<file path="config.mk">
export PLATFORM = sky130hd
export DESIGN_NAME = param_loop_counter_flat
export DESIGN_NICKNAME = d
export VERILOG_FILES = /design/src/rtl/param_loop_counter_if.sv /design/src/rtl/param_loop_counter.sv /design/src/flat_wrapper.sv
export SDC_FILE = /design/constraint.sdc
export NUM_CORES = 1
export LEC_CHECK = 0
export ABC_AREA = 0
export BUFFER_PORTS_ARGS = -buffer_cell sky130_fd_sc_hd__buf_2
export CAP_MARGIN = 25
export CELL_PAD_IN_SITES_DETAIL_PLACEMENT = 1
export CELL_PAD_IN_SITES_GLOBAL_PLACEMENT = 1
export CORE_AREA = 2 2 44 46
export CTS_CLUSTER_DIAMETER = 50
export DETAILED_ROUTE_END_ITERATION = 10
export DIE_AREA = 0 0 46 48
export GPL_TIMING_DRIVEN = 0
export PLACE_DENSITY = 0.76
export SETUP_SLACK_MARGIN = 0.2
export SYNTH_ARGS = -nofsm -noshare
export SYNTH_HDL_FRONTEND = slang
export SYNTH_SLANG_ARGS = --single-unit
</file>
<file path="constraint.sdc">
create_clock -name clk -period 3 [get_ports clk]
set_input_delay 0.45 -clock clk [delete_from_list [all_inputs] [get_ports clk]]
set_output_delay 0.45 -clock clk [all_outputs]
set_load 0.01 [all_outputs]
</file>
<file path="src/rtl/param_loop_counter_if.sv">
// ----------------------------------------------------------------------------
// param_loop_counter_if
//
// Groups the control and status signals of param_loop_counter.
//   master : drives start/en/up_dn/one_shot (and load/load_val), observes status
//   slave  : the counter itself
//
// Signals:
//   start     pulse, launches a run from IDLE or STOPPED
//   en        count enable while running
//   up_dn     1 = count up, 0 = count down
//   one_shot  1 = stop at terminal, 0 = wrap
//   load      synchronous load      (PARAM_LOOP_COUNTER_LOAD_EN only)
//   load_val  value to load         (PARAM_LOOP_COUNTER_LOAD_EN only)
//   count     current count
//   tc        terminal-count flag (registered)
//   running   high while counting
//   done      sticky, high once a one-shot run has finished
//
// Optional feature macro: PARAM_LOOP_COUNTER_LOAD_EN adds load/load_val.
// ----------------------------------------------------------------------------
interface param_loop_counter_if #(
    parameter int unsigned WIDTH = 4
);
    logic             start;
    logic             en;
    logic             up_dn;
    logic             one_shot;
`ifdef PARAM_LOOP_COUNTER_LOAD_EN
    logic             load;
    logic [WIDTH-1:0] load_val;
`endif
    logic [WIDTH-1:0] count;
    logic             tc;
    logic             running;
    logic             done;

    modport master (
`ifdef PARAM_LOOP_COUNTER_LOAD_EN
        output load,
        output load_val,
`endif
        output start,
        output en,
        output up_dn,
        output one_shot,
        input  count,
        input  tc,
        input  running,
        input  done
    );

    modport slave (
`ifdef PARAM_LOOP_COUNTER_LOAD_EN
        input  load,
        input  load_val,
`endif
        input  start,
        input  en,
        input  up_dn,
        input  one_shot,
        output count,
        output tc,
        output running,
        output done
    );
endinterface

</file>
<file path="src/rtl/param_loop_counter.sv">
// ----------------------------------------------------------------------------
// param_loop_counter
//
// Parametrised up/down loop counter with an IDLE / RUN / STOPPED controller.
// Counts between 0 and TERMINAL. In one-shot mode it stops at the active
// terminal and raises the sticky done flag; in wrap mode it wraps to the
// opposite end and flags tc once per pass.
//
// Parameters:
//   WIDTH     counter width in bits (1..32)
//   TERMINAL  terminal count, 1..2**WIDTH-1 (default all ones)
//
// Ports:
//   clk   single clock, all logic on posedge
//   rst   synchronous, active-high reset
//   bus   param_loop_counter_if.slave (control inputs, status outputs)
//
// Optional feature macro: PARAM_LOOP_COUNTER_LOAD_EN
//   Adds a synchronous load (priority rst > load > start > step). Load values
//   above TERMINAL clamp to TERMINAL.
//
// All outputs come straight from flops or from a decode of the state flop,
// so there is no combinational path from any input to any output.
// ----------------------------------------------------------------------------
module param_loop_counter #(
    parameter int unsigned      WIDTH    = 4,
    parameter logic [WIDTH-1:0] TERMINAL = {WIDTH{1'b1}}
) (
    input logic                 clk,
    input logic                 rst,
    param_loop_counter_if.slave bus
);

    typedef enum logic [1:0] {
        S_IDLE    = 2'd0,
        S_RUN     = 2'd1,
        S_STOPPED = 2'd2
    } state_t;

    state_t           state_q, state_d;
    logic [WIDTH-1:0] count_q, count_d;
    logic             tc_q, tc_d;

    logic [WIDTH-1:0] term;      // active terminal for the current direction
    logic [WIDTH-1:0] step_val;  // next count if a step is taken
`ifdef PARAM_LOOP_COUNTER_LOAD_EN
    logic [WIDTH-1:0] load_clamped;
`endif

    // ------------------------------------------------------------------
    // State register
    // ------------------------------------------------------------------
    // NOTE: sequential state uses non-blocking assignments so every flop
    // samples the pre-edge values of the others.
    always_ff @(posedge clk) begin
        if (rst) begin
            state_q <= S_IDLE;
            count_q <= '0;
            tc_q    <= 1'b0;
        end else begin
            state_q <= state_d;
            count_q <= count_d;
            tc_q    <= tc_d;
        end
    end

    // ------------------------------------------------------------------
    // Next-state / next-count logic
    // ------------------------------------------------------------------
    // NOTE: every signal written here gets a default first, so no path
    // through the block can leave one unassigned and infer a latch.
    always_comb begin
        state_d = state_q;
        count_d = count_q;
        tc_d    = tc_q;

        term = bus.up_dn ? TERMINAL : '0;

        // Wrapping is explicit at both ends, so the count never leaves
        // 0..TERMINAL even when TERMINAL is below the WIDTH maximum.
        if (bus.up_dn) begin
            step_val = (count_q == TERMINAL) ? '0 : count_q + WIDTH'(1);
        end else begin
            step_val = (count_q == '0) ? TERMINAL : count_q - WIDTH'(1);
        end

`ifdef PARAM_LOOP_COUNTER_LOAD_EN
        load_clamped = (bus.load_val > TERMINAL) ? TERMINAL : bus.load_val;

        if (bus.load) begin
            count_d = load_clamped;
            if (state_q == S_RUN) begin
                tc_d = (load_clamped == term);
                // Loading the terminal during a one-shot run ends the run.
                if (bus.one_shot && (load_clamped == term)) begin
                    state_d = S_STOPPED;
                end
            end else begin
                tc_d = 1'b0;
            end
        end else
`endif
        if (state_q != S_RUN) begin
            if (bus.start) begin
                count_d = bus.up_dn ? '0 : TERMINAL;
                state_d = S_RUN;
                tc_d    = 1'b0;
            end
        end else if (bus.en) begin
            if (bus.one_shot && (count_q == term)) begin
                // Already sitting on the terminal (e.g. one_shot or up_dn
                // changed mid-run): stop without moving.
                state_d = S_STOPPED;
                tc_d    = 1'b1;
            end else begin
                count_d = step_val;
                tc_d    = (step_val == term);
                if (bus.one_shot && (step_val == term)) begin
                    state_d = S_STOPPED;
                end
            end
        end else begin
            // Count holds; tc follows the (possibly new) direction.
            tc_d = (count_q == term);
        end
    end

    // ------------------------------------------------------------------
    // Outputs
    // ------------------------------------------------------------------
    assign bus.count   = count_q;
    assign bus.tc      = tc_q;
    assign bus.running = (state_q == S_RUN);
    assign bus.done    = (state_q == S_STOPPED);

endmodule

</file>
<file path="src/flat_wrapper.sv">
// flat-port wrapper written by rule: the top's interface ports become plain ports
module param_loop_counter_flat 
#(
    parameter int unsigned      WIDTH    = 4,
    parameter logic [WIDTH-1:0] TERMINAL = {WIDTH{1'b1}}
)
  (clk, rst, bus_start, bus_en, bus_up_dn, bus_one_shot, bus_count, bus_tc, bus_running, bus_done);
  param_loop_counter_if #(.WIDTH(WIDTH)) bus_i ();
  input logic clk;
  input logic rst;
  input wire logic [$bits(bus_i.start)-1:0] bus_start;
  input wire logic [$bits(bus_i.en)-1:0] bus_en;
  input wire logic [$bits(bus_i.up_dn)-1:0] bus_up_dn;
  input wire logic [$bits(bus_i.one_shot)-1:0] bus_one_shot;
  output wire logic [$bits(bus_i.count)-1:0] bus_count;
  output wire logic [$bits(bus_i.tc)-1:0] bus_tc;
  output wire logic [$bits(bus_i.running)-1:0] bus_running;
  output wire logic [$bits(bus_i.done)-1:0] bus_done;
  assign bus_i.start = bus_start;
  assign bus_i.en = bus_en;
  assign bus_i.up_dn = bus_up_dn;
  assign bus_i.one_shot = bus_one_shot;
  assign bus_count = bus_i.count;
  assign bus_tc = bus_i.tc;
  assign bus_running = bus_i.running;
  assign bus_done = bus_i.done;
  param_loop_counter #(.WIDTH(WIDTH), .TERMINAL(TERMINAL)) u_core (.clk(clk), .rst(rst), .bus(bus_i));
endmodule
</file>
Word-level counts from Yosys, hierarchy flattened --
Index checks and enable logic that the tools add are counted. W data, S select, Z words.
Cells by class: add/sub/neg operators 2, multipliers 0, divide/modulo/power cells 0, $lt $le $gt $ge 0, equal/unequal tests 8, shift operators 0, mux-type cells 18, bitwise gates (word level) 0, reductions and logical operators 7
Operator list (number):
- $mux W4 | 9
- $mux W2 | 5
- $eq A4 B4 Y1 | 2
- $reduce_and A3 Y1 | 2
- $add A4 B1 Y4 const B | 1
- $eq A4 B4 Y1 const B | 1
- $logic_not A4 Y1 | 1
- $mux W1 | 4
- $ne A2 B1 Y1 const B | 2
- $sub A4 B1 Y4 const B | 1
- $reduce_bool A3 Y1 | 1
- $eq A2 B1 Y1 const B | 1
- $eq A2 B2 Y1 const B | 1
- $logic_and A1 B1 Y1 | 2
- $ne A2 B2 Y1 const B | 1
- $reduce_bool A2 Y1 | 1
Storage, ports and cells: bits in registers 7, latch bits 0, RAM bits 0, memory bits (read-only) 0, input port bits 6, output and inout port bits 7, word-level logic and storage cells 38, memories 0

Longest topological paths before layout --
Gate-level depths: netlist (run 1).
depth in word-level cells 9, depth in mapped cells 8, depth with buffers taken out 7

Worst setup path before layout (run 1) --
Ideal clock, no wire load.
path kind flip-flop to flip-flop, start register u_core.count_q[0] (netlist: u_core.bus.count[0]), end register u_core.tc_q (netlist: u_core.bus.tc), arrival 1.624 ns, data required time 2.909 ns, path slack 1.285 ns, cell stages (with the launch flop) 9, cells stage by stage dfxtp_1 buf_6 inv_1 ha_1 mux2i_1 xor2_1 o2bb2ai_2 nand4_1 a311oi_1
On the way: cells in the longest elaborated chain, start to end 7, elaborated cells between the ends (all ways) 13, classes of those cells add/sub (2); eq/ne (3); mux (6); reduce/logical (2)
RTL lines:
- start, declared | line param_loop_counter.sv:41 | logic [WIDTH-1:0] count_q, count_d;
- start signal, assigned | line param_loop_counter.sv:62 | count_q <= count_d;
- $sub A4 B1 Y4 (tied with other cells) | line param_loop_counter.sv:84 | step_val = (count_q == '0) ? TERMINAL : count_q - WIDTH'(1);
- $mux W4 (on tied branches) | line param_loop_counter.sv:84, param_loop_counter.sv:82
- $mux W4 | line param_loop_counter.sv:81 | if (bus.up_dn) begin
- $eq A4 B4 Y1 | line param_loop_counter.sv:117 | tc_d = (step_val == term);
- $mux W1 | line param_loop_counter.sv:110 | if (bus.one_shot && (count_q == term)) begin
- $mux W1 * | line param_loop_counter.sv:109 | end else if (bus.en) begin
- $mux W1 * | line param_loop_counter.sv:103 | if (state_q != S_RUN) begin
- end signal, assigned | line param_loop_counter.sv:63 | tc_q <= tc_d;
- end, declared | line param_loop_counter.sv:42 | logic tc_q, tc_d;
Mark *: on every way between the ends. The rest lies on a longest branch, timed or not. A chain may end at the register's enable or synchronous reset.

Worst setup path after layout (run 1) --
start register u_core.count_q[1] (netlist: u_core.bus.count[1]), end register u_core.state_q[0]
On the way: cells in the longest elaborated chain, start to end 7, elaborated cells between the ends (all ways) 16, classes of those cells add/sub (2); eq/ne (3); mux (6); reduce/logical (5)
RTL lines:
- $sub A4 B1 Y4 (tied with other cells) | line param_loop_counter.sv:84
- $mux W4 (on tied branches) | line param_loop_counter.sv:84, param_loop_counter.sv:82
- $mux W4 | line param_loop_counter.sv:81
- $eq A4 B4 Y1 | line param_loop_counter.sv:118 | if (bus.one_shot && (step_val == term)) begin
- $logic_and A1 B1 Y1 | line param_loop_counter.sv:118
- $reduce_bool A3 Y1 (no source line)
- $reduce_and A3 Y1 (no source line)
- end signal, assigned | line param_loop_counter.sv:61 | state_q <= state_d;
- end, declared | line param_loop_counter.sv:40 | state_t state_q, state_d;
Parallel ways exist; a longest one is shown, timed or not. The select of a mux whose other input is x is not followed.

==> impl_metrics.yaml, run 1 <==
power_and_ir_drop:
  power.share.combinational_pct: 43.5
  power.leakage_nw: 0.3145
  switching_share_pct: 38.59
  internal_power_mw: 0.2150
  pwr_density_cell_nw_per_um2: 454.3
  peakVddDrop_mv: 0.2534
  clock_power_share_pct: 25.2
  p_sw_mw: 0.1351
  power_frac_seq_pct: 31.3
sta:
  slew_headroom_pct: 69.63
  setup_viol: 0
  drv_slew: 0
  skew_ns: 0.002322
  max_freq_mhz: 516.1
  finalCritPeriodShare_pct: 64.58
  period_needed_ns: 1.937
  fin_setup_tns_ns: 0
  worst_pin_slew_ns: 0.4525
  worst_slack_ns: 1.063
  rsz0062_at_grt: "false"
  whs_ns: 0.4508
  hold_viol: 0
setup_path:
  cp_slowest_cell: "dfxtp_1"
  arrival_ns: 2.14
  cp_max_fo: 8
  cp_top_family: "compound AO/OA/AOI/OAI gates"
  path_buf_inv: 1
  critPathLaunchType: "flip-flop"
  cp-end-kind: "flip-flop"
  crit_chain: "ha_1, inv_1, a311oi_1, o2bb2ai_2, a31oi_1, o221a_1"
  max_stage_delay_ns: 0.48
  required_ns: 3.20
  crit_type: "reg2reg"
synthesis:
  synth_area_leaders: "dfxtp_1, a21oi_1, nand2_1, o32ai_4, a311oi_1"
  avgSynthCellArea_um2: 8.148
  yosys.area_share.adder_pct: 3.745
  synth_top_area_share_pct: 20.97
  synth_nets: 90
  synth_top_family_by_area: "compound AO/OA/AOI/OAI gates"
  ys_warn_count: 0
  ys_seq_elements: 7
  netlist_instances: 82
  synth_compound_area_share_pct: 38.01
  ys_seq_area_share_pct: 20.97
  synth.cell_area_um2: 668.1
  synth_xor_xnor_area_share_pct: 2.622
  yosysTopAreaCell: "dfxtp_1"
  yosys.area_share.simple_pct: 22.85
  synth.area.mux_share_pct: 2.996
  ys_types: 38
  ys.flop_type: "dfxtp_1"
  synth_edf_count: 0
  async_reset_ff_share_pct: 0
placement:
  place_inst: 110
  gp_congestion: 0.7950
  portBuffers: 11
  post-dp-hpwl_um: 1445
  place_area_um2: 744.5
  dp_slack_ns: 1.086
floorplanning:
  core_um2: 1689
  num_rows: 15
  die_w_um: 46
  dieHeight_um: 48
  initial_core_util_pct: 39.56
  ios: 13
  die_area_um2: 2208
routing:
  wl_per_cell_um: 16.22
  drt-initial-drc-count: 3
  drt_wl_total_um: 1849
  drc: 0
  firstDrtPassIters: 4
  via_count: 679
  ant_nets: 0
  drt-vias-per-instance: 5.956
clocking:
  cts_repair_resize_count: 0
  holdBufCountCts: 0
  cts_sinks: 7
  cts_root_buf: "clkbuf_4"
  cts_tree: "built"
  clk_pin_slew_ns: 0.05
  numCtsBuffers: 3
  clock_path_buffers: 2
  htree_levels: 1
  clock_latency_ns: 0.26
  post-cts-setup-buffer-count: 0
final_layout:
  num_antenna_cells: 0
  fin_area_um2: 770.7
  area_growth_pct: 15.36
  final_cell_mix: "buf_2, nand2_1, a21oi_1, dfxtp_1, inv_1"
  final_cells: 114
  nNetsFinal: 106
  layout_commonest_cell: "buf_2"
  drive_gt1_share_pct: 26.80
global_route:
  antenna_found_initial: 0
  grt_usage_pct: 18.70
  overflow: 0
  grt_pass1_vias: 656
  grt_pass1_wl_um: 2918
  grt_max_degree: 11
worst_hold_path:
  holdCritPathClass: "in2reg"
run:
  cap_violations: 0
run_status:
  status: "complete, no violations"
==> area by class of cell <==
type | instances | area (um^2)
clock buffers | 4 | 26.28
well taps | 17 | 21.27
fillers | 224 | 918.4
multi-input cells | 63 | 469.2
inverters | 8 | 30.03
repair buffers | 11 | 55.05
plain buffers | 4 | 28.78
flip-flops and latches | 7 | 140.1
==> layer usage <==
| metal | up-vias | wire, um | GRT usage (%) |
|---|---|---|---|
| met5 | - | 0 | 0 |
| met4 | 0 | 23 | 5.143 |
| met3 | 4 | 58 | 4.528 |
| met2 | 17 | 957 | 34.72 |
| met1 | 322 | 809 | 21.16 |
| li1 | 336 | - | - |
==> flip-flops by register name (all words and copies together) (netlist names) <==
register	count
u_core.bus.count	4
u_core.state_q	2
u_core.bus.tc	1
==> power by group through the flow <==
stage / clock network [mW] / registers, mW / logic, mW
2_1_floorplan: 0 / 0.114 / 0.110
3_3_place_gp: 0 / 0.111 / 0.147
3_5_place_dp: 0 / 0.112 / 0.151
4_1_cts: 0.0913 / 0.110 / 0.152
5_1_grt: 0.0954 / 0.111 / 0.165
6_report: 0.0882 / 0.110 / 0.152
==> cells in the mapped netlist (2+ instances only) <==
cell type,count
nand4_1,2
dfxtp_1,7
nand2_1,8
buf_2,2
a311oi_1,3
ha_1,2
nand2b_1,2
nor3_1,3
nand3_1,4
nor2b_1,3
nor2_1,4
inv_1,6
a21oi_1,7
mux2i_1,2
o21ai_0,4
==> logic make-up (layout without fill, tap and decap cells) <==
group                    after synthesis  after routing
AO/OA/AOI/OAI                         28             28
XOR/XNOR                               2              2
adder cells (fa/ha/maj)                2              2
buffers and inverters                 12             27
flip-flops                             7              7
multiplexers                           2              2
AND/OR/NAND/NOR                       29             29
==> metrics by stage <==
stage / power (mW) / util (%)
finish: 0.3502 / 45.63
global route: 0.3717 / 45.63
detailed placement: 0.2632 / 44.07
CTS: 0.3533 / 45.63
global placement: 0.2582 / 44.07
floorplan: 0.2236 / -
==> path summary, 6_finish.rpt <==
path                            depth (start not counted)  slack [ns]                 from                  end
worst max-delay path                                    6        1.06  u_core.bus.count[1]    u_core.state_q[0]
worst min-delay path                                    2        0.45                  rst  u_core.bus.count[0]
worst max register to register                          6        1.06  u_core.bus.count[1]    u_core.state_q[0]
worst min register to register                          2        0.49    u_core.state_q[1]    u_core.state_q[1]
No activity file was read; power rests on OpenSTA's default activity.
==> run 2: changes to the inputs <==
--- a/config.mk
+++ b/config.mk
@@ -10,12 +10,12 @@
 export CAP_MARGIN = 25
 export CELL_PAD_IN_SITES_DETAIL_PLACEMENT = 1
 export CELL_PAD_IN_SITES_GLOBAL_PLACEMENT = 1
-export CORE_AREA = 2 2 44 46
+export CORE_AREA = 2 2 45 47
 export CTS_CLUSTER_DIAMETER = 50
 export DETAILED_ROUTE_END_ITERATION = 10
-export DIE_AREA = 0 0 46 48
+export DIE_AREA = 0 0 47 49
 export GPL_TIMING_DRIVEN = 0
-export PLACE_DENSITY = 0.76
+export PLACE_DENSITY = 0.73
 export SETUP_SLACK_MARGIN = 0.2
 export SYNTH_ARGS = -nofsm -noshare
 export SYNTH_HDL_FRONTEND = slang
==> constraint.sdc (replaced) <==
create_clock -name clk -period 1.9 [get_ports clk]
set_input_delay 0.285 -clock clk [delete_from_list [all_inputs] [get_ports clk]]
set_output_delay 0.285 -clock clk [all_outputs]
set_load 0.01 [all_outputs]
==> impl_metrics.yaml, run 2 (same netlist as run 1, synthesis figures left out) <==
routing:
  via_count: 725
  wl_per_cell_um: 15.74
  drc: 0
  ant_nets: 0
  drt-vias-per-instance: 5.577
  drt-initial-drc-count: 6
  firstDrtPassIters: 4
  drt_wl_total_um: 2046
setup_path:
  cp_slowest_cell: "dfxtp_2"
  critPathLaunchType: "flip-flop"
  cp-end-kind: "flip-flop"
  required_ns: 2.06
  cp_max_fo: 4
  crit_chain: "buf_6, inv_4, ha_4, mux2i_1, xor2_1, o2bb2ai_2, a31oi_1, o221a_1"
  timing.rr.start: "u_core.bus.count[0]"
  max_stage_delay_ns: 0.35
  arrival_ns: 1.86
  crit_type: "reg2reg"
  critPathLaunch: "u_core.bus.count[0]"
final_layout:
  final_cells: 130
  fin_area_um2: 867.1
  largest_reg_flops: 4
  num_antenna_cells: 0
  final.fill_count: 240
  area_growth_pct: 29.78
  final_cell_mix: "buf_2, nand2_1, buf_4"
  post-route-util_pct: 47.08
  layout_commonest_cell: "buf_2"
  drive_gt1_share_pct: 38.83
  nNetsFinal: 112
floorplanning:
  num_rows: 16
  initial_core_util_pct: 36.28
  ios: 13
  dieHeight_um: 49
  core_um2: 1842
  die_w_um: 47
  die_area_um2: 2303
clocking:
  cts_tree: "built"
  cts_root_buf: "clkbuf_4"
  htree_levels: 1
  holdBufCountCts: 0
  cts_sinks: 7
  clock_latency_ns: 0.27
  clk_pin_slew_ns: 0.06
  clock_path_buffers: 2
  numCtsBuffers: 3
sta:
  period_needed_ns: 1.699
  slew_headroom_pct: 76.82
  setup_viol: 0
  drv_slew: 0
  worst_pin_slew_ns: 0.3454
  finalCritPeriodShare_pct: 89.43
  skew_ns: 0.0003229
  max_freq_mhz: 588.5
  rsz0062_at_grt: "true"
  hold_viol: 0
worst_hold_path:
  min_from: "rst"
  holdCritPathClass: "in2reg"
global_route:
  antenna_found_initial: 0
  grt_usage_pct: 20.26
  grt_pass1_wl_um: 3346
  grt_max_degree: 11
  grt_pass1_vias: 679
  overflow: 0
placement:
  gp_congestion: 0.7455
  post-dp-hpwl_um: 1425
  place_area_um2: 758.2
  portBuffers: 11
  place_inst: 120
power_and_ir_drop:
  peakVddDrop_mv: 0.3499
  pwr_density_cell_nw_per_um2: 706.3
  finalPower_mw: 0.6124
  power.leakage_nw: 0.3430
run:
  cap_violations: 0
run_status:
  status: "complete, no violations"
-- run 2: changes by cell type in the layout (fill, tap and decap cells not counted), sizes merged --
cell / before / now
buf: 15 / 21
-- run 2: layout make-up --
type | instances | area [um^2] | area share, %
flip-flops and latches | 7 | 145.1 | 16.74
repair buffers | 17 | 100.1 | 11.54
clock buffers | 4 | 26.28 | 3.030
inverters | 8 | 32.53 | 3.752
plain buffers | 4 | 28.78 | 3.319
multi-input cells | 63 | 500.5 | 57.72
well taps | 27 | 33.78 | 3.896
-- run 2: stage by stage --
| step | worst slack (ns) | hold WS (ns) | setup TNS (ns) |
|---|---|---|---|
| after detailed placement | -0.001276 | 0.4609 | -0.001658 |
| after global routing | 0.08558 | 0.2915 | 0 |
| final | 0.2008 | 0.2743 | 0 |
| after floorplan | 0.2446 | 0.3455 | 0 |
| after CTS | 0.1724 | 0.2660 | 0 |
| after global placement | 0.01817 | 0.4648 | 0 |
-- run 2: final timing paths --
kind | slack, ns | end | cells after the start
worst min-delay path | 0.27 | u_core.bus.count[1] | 2
worst min register to register | 0.47 | u_core.state_q[1] | 2
worst max register to register | 0.20 | u_core.state_q[0] | 8
worst max-delay path | 0.20 | u_core.state_q[0] | 8
-- run 2: repair_timing --
item,in CTS,in global routing
endpoints found under the setup margin,7,7
gates resized for setup,8,3
pin swaps,6,5
setup buffers,4,2
-- run 2: where the power goes --
part | switching (mW) | internal (mW)
Combinational | 0.154 | 0.129
Clock | 0.0745 | 0.0814
Sequential | 0.0128 | 0.161
Total | 0.241 | 0.371
-- run 2: worst max-delay path, delay by kind of cell (launching register included) --
kind | cells | cell delay (ns)
AO/OA/AOI/OAI | 3 | 0.51
flip-flops | 1 | 0.35
XOR/XNOR | 1 | 0.27
buffers and inverters | 2 | 0.16
adder cells (fa/ha/maj) | 1 | 0.15
multiplexers | 1 | 0.15
-- run 2: routing by layer --
| layer | GRT usage [%] | routed length, um |
|---|---|---|
| met3 | 3.333 | 78 |
| met5 | 0 | 0 |
| met4 | 8.333 | 46 |
| met1 | 24.83 | 916 |
| met2 | 33.56 | 1004 |
